File: src/rtl/wb_mux_pipe_pkg.sv
// Shared writeback definitions: default widths, source indices and the select-width helper.
package wb_pkg;

   localparam int WB_WIDTH_DEF   = 32;
   localparam int WB_NUM_SRC_DEF = 4;

   localparam int WB_SRC_RES = 0;
   localparam int WB_SRC_MEM = 1;
   localparam int WB_SRC_PC4 = 2;
   localparam int WB_SRC_IMM = 3;

   typedef logic [WB_WIDTH_DEF-1:0] wb_word_t;

   // Select field is never narrower than one bit, even for a degenerate source count.
   function automatic int selWidth(input int n);
      return (n > 1) ? $clog2(n) : 1;
   endfunction

endpackage

File: src/rtl/wb_mux_pipe_if.sv
// Writeback stage bus: source words plus select on the input side, registered word on the output side.
interface wb_mux_pipe_if
   import wb_pkg::*;
#(
   parameter int WIDTH   = WB_WIDTH_DEF,
   parameter int NUM_SRC = WB_NUM_SRC_DEF,
   parameter int SEL_W   = selWidth(NUM_SRC)
);

   logic [NUM_SRC*WIDTH-1:0] in_data;
   logic [SEL_W-1:0]         in_sel;
   logic                     in_valid;
   logic                     in_ready;
   logic [WIDTH-1:0]         out_data;
   logic                     out_valid;
   logic                     out_ready;
   logic                     err_sel;
   logic                     err_clr;

   modport master (
      output in_data, in_sel, in_valid, out_ready, err_clr,
      input  in_ready, out_data, out_valid, err_sel
   );

   modport slave (
      input  in_data, in_sel, in_valid, out_ready, err_clr,
      output in_ready, out_data, out_valid, err_sel
   );

endinterface

File: src/rtl/wb_mux_pipe_comb.sv
// Combinational NUM_SRC:1 word selector; an out-of-range select yields zero and is flagged.
module wb_mux_comb
   import wb_pkg::*;
#(
   parameter int WIDTH   = WB_WIDTH_DEF,
   parameter int NUM_SRC = WB_NUM_SRC_DEF,
   parameter int SEL_W   = selWidth(NUM_SRC)
) (
   input  logic [NUM_SRC*WIDTH-1:0] inData,
   input  logic [SEL_W-1:0]         inSel,
   output logic [WIDTH-1:0]         selWord,
   output logic                     illegal
);

   // NOTE: every output of a combinational block gets a default first so no path infers a latch.
   always_comb begin
      selWord = '0;
      for (int k = 0; k < NUM_SRC; k++) begin
         if (inSel == SEL_W'(k)) selWord = inData[k*WIDTH +: WIDTH];
      end
   end

   assign illegal = ({{(32-SEL_W){1'b0}}, inSel} >= 32'(NUM_SRC));

endmodule

File: src/rtl/wb_mux_pipe.sv
// Registered writeback select stage: N:1 mux feeding an output register backed by a one-entry skid buffer.
module wb_mux_pipe
   import wb_pkg::*;
#(
   parameter int WIDTH   = WB_WIDTH_DEF,
   parameter int NUM_SRC = WB_NUM_SRC_DEF
) (
   input  logic          clk,
   input  logic          rst_n,
   wb_mux_pipe_if.slave  bus
);

   localparam int SEL_W = selWidth(NUM_SRC);

   logic [WIDTH-1:0] selWord;
   logic             selIllegal;
   logic [WIDTH-1:0] outData;
   logic             outValid;
   logic [WIDTH-1:0] skidData;
   logic             skidValid;
   logic             errSel;
   logic             outFree;
   logic             accept;

   wb_mux_comb #(
      .WIDTH   (WIDTH),
      .NUM_SRC (NUM_SRC),
      .SEL_W   (SEL_W)
   ) u_mux (
      .inData  (bus.in_data),
      .inSel   (bus.in_sel),
      .selWord (selWord),
      .illegal (selIllegal)
   );

   // Ready depends only on skid occupancy, so out_ready never reaches in_ready combinationally.
   assign outFree = !outValid || bus.out_ready;
   assign accept  = bus.in_valid && !skidValid;

   // NOTE: state registers use non-blocking assignments; data registers are reset too because
   // out_data must read zero during and right after reset.
   always_ff @(posedge clk or negedge rst_n) begin
      if (!rst_n) begin
         outData   <= '0;
         outValid  <= 1'b0;
         skidData  <= '0;
         skidValid <= 1'b0;
      end else if (skidValid) begin
         if (outFree) begin
            outData   <= skidData;
            outValid  <= 1'b1;
            skidValid <= 1'b0;
         end
      end else if (accept) begin
         if (outFree) begin
            outData  <= selWord;
            outValid <= 1'b1;
         end else begin
            skidData  <= selWord;
            skidValid <= 1'b1;
         end
      end else if (outFree) begin
         outValid <= 1'b0;
      end
   end

   // Set has priority over clear so an illegal select in the clearing cycle is not lost.
   always_ff @(posedge clk or negedge rst_n) begin
      if (!rst_n)                     errSel <= 1'b0;
      else if (accept && selIllegal) errSel <= 1'b1;
      else if (bus.err_clr)           errSel <= 1'b0;
   end

   assign bus.in_ready  = !skidValid;
   assign bus.out_data  = outData;
   assign bus.out_valid = outValid;
   assign bus.err_sel   = errSel;

endmodule

File: src/flat_wrapper.sv
// flat-port wrapper written by rule: the top's interface ports become plain ports
module wb_mux_pipe_flat import wb_pkg::*;
#(
   parameter int WIDTH   = WB_WIDTH_DEF,
   parameter int NUM_SRC = WB_NUM_SRC_DEF
)
  (clk, rst_n, bus_in_data, bus_in_sel, bus_in_valid, bus_out_ready, bus_err_clr, bus_in_ready, bus_out_data, bus_out_valid, bus_err_sel);
  wb_mux_pipe_if #(.WIDTH(WIDTH), .NUM_SRC(NUM_SRC)) bus_i ();
  input  logic clk;
  input  logic rst_n;
  input wire logic [$bits(bus_i.in_data)-1:0] bus_in_data;
  input wire logic [$bits(bus_i.in_sel)-1:0] bus_in_sel;
  input wire logic [$bits(bus_i.in_valid)-1:0] bus_in_valid;
  input wire logic [$bits(bus_i.out_ready)-1:0] bus_out_ready;
  input wire logic [$bits(bus_i.err_clr)-1:0] bus_err_clr;
  output wire logic [$bits(bus_i.in_ready)-1:0] bus_in_ready;
  output wire logic [$bits(bus_i.out_data)-1:0] bus_out_data;
  output wire logic [$bits(bus_i.out_valid)-1:0] bus_out_valid;
  output wire logic [$bits(bus_i.err_sel)-1:0] bus_err_sel;
  assign bus_i.in_data = bus_in_data;
  assign bus_i.in_sel = bus_in_sel;
  assign bus_i.in_valid = bus_in_valid;
  assign bus_i.out_ready = bus_out_ready;
  assign bus_i.err_clr = bus_err_clr;
  assign bus_in_ready = bus_i.in_ready;
  assign bus_out_data = bus_i.out_data;
  assign bus_out_valid = bus_i.out_valid;
  assign bus_err_sel = bus_i.err_sel;
  wb_mux_pipe #(.WIDTH(WIDTH), .NUM_SRC(NUM_SRC)) u_core (.clk(clk), .rst_n(rst_n), .bus(bus_i));
endmodule
File: config.mk
export PLATFORM = sky130hd
export DESIGN_NAME = wb_mux_pipe_flat
export DESIGN_NICKNAME = d
export VERILOG_FILES = /design/src/rtl/wb_mux_pipe_pkg.sv /design/src/rtl/wb_mux_pipe_if.sv /design/src/rtl/wb_mux_pipe_comb.sv /design/src/rtl/wb_mux_pipe.sv /design/src/flat_wrapper.sv
export SDC_FILE = /design/constraint.sdc
export NUM_CORES = 1
export LEC_CHECK = 0
export CAP_MARGIN = 20
export CORE_MARGIN = 2
export CORE_UTILIZATION = 43
export CTS_BUF_LIST = sky130_fd_sc_hd__clkbuf_2 sky130_fd_sc_hd__clkbuf_4 sky130_fd_sc_hd__clkbuf_8
export DETAILED_ROUTE_END_ITERATION = 16
export GPL_ROUTABILITY_DRIVEN = 0
export PLACE_DENSITY = 0.82
export RECOVER_POWER = 50
export SKIP_CTS_REPAIR_TIMING = 1
export SLEW_MARGIN = 20
export SYNTH_ARGS = -nofsm -noshare
export SYNTH_HDL_FRONTEND = slang
export SYNTH_SLANG_ARGS = --single-unit
File: constraint.sdc
create_clock -name clk -period 1.7 [get_ports clk]
set_clock_uncertainty 0.1 [all_clocks]
set_input_delay 0.34 -clock clk [delete_from_list [all_inputs] [get_ports clk]]
set_output_delay 0.34 -clock clk [all_outputs]
set_load 0.01 [all_outputs]
==> results.py <==
metrics = {
    "layout": {
        "fin_util_pct": 67.6,
        "nNetsFinal": 600,
        "regArea_mm2": 0.00165,
        "fill_cells": 633,
        "diodes": 0,
        "syn_to_final_growth_pct": 54.3,
        "multi_input_area_mm2": 0.00187,
        "fin_cells": 576,
        "drive_gt1_share_pct": 21.6,
    },
    "cts": {
        "cts_buffers": 9,
        "clockBufferDepth": 2,
        "clock-root-buffer": "clkbuf_8",
        "htreeDepth": 3,
        "clk_latency_ps": 340,
        "path_clk_slew_ps": 60,
        "clkSinkCount": 66,
        "cts_tree": "done",
    },
    "hold_path": {
        "hold_class": "flop to flop",
        "hold_start": "u_core.skidData[5]$_DFFE_PN0P_",
    },
    "setup_path": {
        "crit_chain": "clkdlybuf4s50_1 > nand2b_2 > nor3b_4 > buf_12 > clkbuf_16 > mux2_4",
        "startpoint_type": "input pin",
        "path_class": "input pin to flop",
        "worstReg2RegStart": "u_core.skidValid$_DFF_PN0_",
        "crit_path_max_incr_delay_ps": 400,
        "cp-startpoint": "bus_out_ready",
        "crit_buf_inv": 3,
        "cp_slowest_cell": "clkdlybuf4s50_1",
        "path_max_fanout": 8,
        "end_kind": "flop",
        "cp.required_ps": 1820,
        "critPathTopFamily": "buffers and inverters",
        "cp.arrival_ps": 1800,
    },
    "floorplan": {
        "num_rows": 34,
        "core_mm2": 0.00859,
        "die_x_um": 97.6,
        "die-area_mm2": 0.00952,
        "initial_core_util_pct": 43.8,
        "io_pins": 170,
        "die_h_um": 97.6,
    },
    "synthesis": {
        "synth_common_cells": "dfrtp_1 (66), nand2_1 (65), a21oi_1 (32)",
        "avgSynthCellArea_um2": 12.7,
        "yosys_register_bits": 66,
        "yosysWarnings": 0,
        "yosys-top-cells-area": "dfrtp_1 (44%), mux4_2 (18%), mux2_4 (12%), nand2_1 (6.5%), a31oi_1 (5.2%)",
        "synth_edf_count": 0,
        "synth-seq-area-share_pct": 43.9,
        "synth.most_common_cell": "dfrtp_1",
        "synth_top_area_share_pct": 43.9,
        "synth_top_area_cell": "dfrtp_1",
        "yosysUniqueCellTypes": 22,
        "synthArstFlopShare_pct": 100,
        "synth-main-ff-cell": "dfrtp_1",
        "syn-num-nets": 432,
        "syn-cell-area_mm2": 0.00376,
        "netlist_instances": 297,
    },
    "sta": {
        "worst_slew_pin_slew_ps": 881,
        "drv_slew": 0,
        "max_freq_mhz": 598,
        "hold_violations": 0,
        "worst_slack_ps": 27.0,
        "setup_viol_count_final": 0,
        "whs_ps": 411,
        "fin_tns_setup_ps": 0,
        "post-route-period-util_pct": 98.4,
        "slew_headroom_pct": 41.3,
        "finalWorstPathRequiredPeriod_ps": 1670,
    },
    "routing": {
        "firstDrtPassIters": 4,
        "drc_errors": 0,
        "dr_total_vias": 3120,
        "drtIter0Drc": 129,
        "wl_per_cell_um": 18.0,
        "vias_per_cell": 5.42,
        "drtAntennaViolNets": 0,
        "wirelength_mm": 10.4,
    },
    "job": {
        "maxCapViolCount": 0,
    },
    "pwr": {
        "power.density_mw_per_mm2": 885,
        "p_leak_uw": 0.00244,
        "max-vdd-ir-drop_v": 0.000394,
    },
    "placed_design": {
        "dp_hpwl_mm": 7.47,
        "dpl.cell_count": 558,
        "portBuffers": 167,
        "pre_cts_ws_ps": -338,
    },
    "outcome": {
        "status": "finished clean",
    },
    "global_routing": {
        "grt_max_degree": 67,
        "gr-usage-all-layers_pct": 22.1,
        "antenna_found_initial": 0,
        "overflow": 0,
        "grt_pass1_vias": 3418,
        "grt_pass1_wl_mm": 16.6,
    },
}
-- cell usage in the layout (no fill, tap or decap), types with 2 or more instances in the layout --
cell	n
nor2_1	2
clkdlybuf4s50_1	138
clkbuf_16	2
buf_2	2
mux4_1	2
clkdlybuf4s25_1	11
clkbuf_1	2
clkbuf_8	10
mux2_4	31
buf_4	7
dfrtp_1	65
mux4_2	30
clkbuf_4	5
buf_12	7
a21oi_1	32
nand2_1	65
a31oi_1	31
dlymetal6s2s_1	14
-- area by class of cell --
class / count / area share, %
multi-input cells: 200 / 32.1
clock buffers: 14 / 2.89
inverters: 1 / 0.0646
flip-flops and latches: 66 / 28.5
well taps: 108 / 2.33
repair buffers: 187 / 34.1
-- metrics by stage --
stage	power (uW)	area, um^2
2_1_floorplan	3120	3760
3_3_place_gp	3940	5540
3_5_place_dp	4020	5540
4_1_cts	5200	5710
5_1_grt	5410	5810
6_report	5140	5810
-- metal layers --
layer  vias up  share of wire [%]  global-route usage [%]
met5         -                  0                       0
met4         0                1.8                    8.87
met3        17                6.2                    4.82
met2       126                 52                    38.6
met1      1546                 40                    26.5
li1       1431                  -                       -
-- sequential cells by signal, indices dropped and copies added (netlist names) --
signal and count:
u_core.skidValid 1, u_core.skidData 32, u_core.bus.out_data 32, u_core.bus.out_valid 1
-- cell families (layout without fill, tap and decap cells) --
group | after synthesis | after routing | share of synthesized area (%)
other cells | 1 | 1 | 0.0996
mux | 64 | 64 | 32.0
buf+inv | 31 | 202 | 6.61
flops | 66 | 66 | 43.9
compound gates | 64 | 64 | 9.74
simple gates | 71 | 71 | 7.68
-- path summary, 6_finish.rpt --
| path | endpoint | slack [ps] | cells past startpoint |
|---|---|---|---|
| max | u_core.skidData[24]$_DFFE_PN0P_ | 30 | 6 |
| min | u_core.skidData[5]$_DFFE_PN0P_ | 410 | 1 |
| max reg2reg | u_core.skidData[24]$_DFFE_PN0P_ | 160 | 4 |
| min reg2reg | u_core.skidData[5]$_DFFE_PN0P_ | 410 | 1 |
| max in group asynchronous | u_core.skidValid$_DFF_PN0_ | 230 | 3 |
| min in group asynchronous | u_core.bus.out_data[27]$_DFFE_PN0P_ | 660 | 3 |
-- where the power goes --
| part | leakage [uW] | total, uW | internal (uW) | switching [uW] |
|---|---|---|---|---|
| Combinational | 0.00159 | 1780 | 1120 | 659 |
| Clock | 0.0000903 | 1170 | 620 | 551 |
| Sequential | 0.000758 | 2190 | 1960 | 232 |
(Power assumes the default switching activity.)
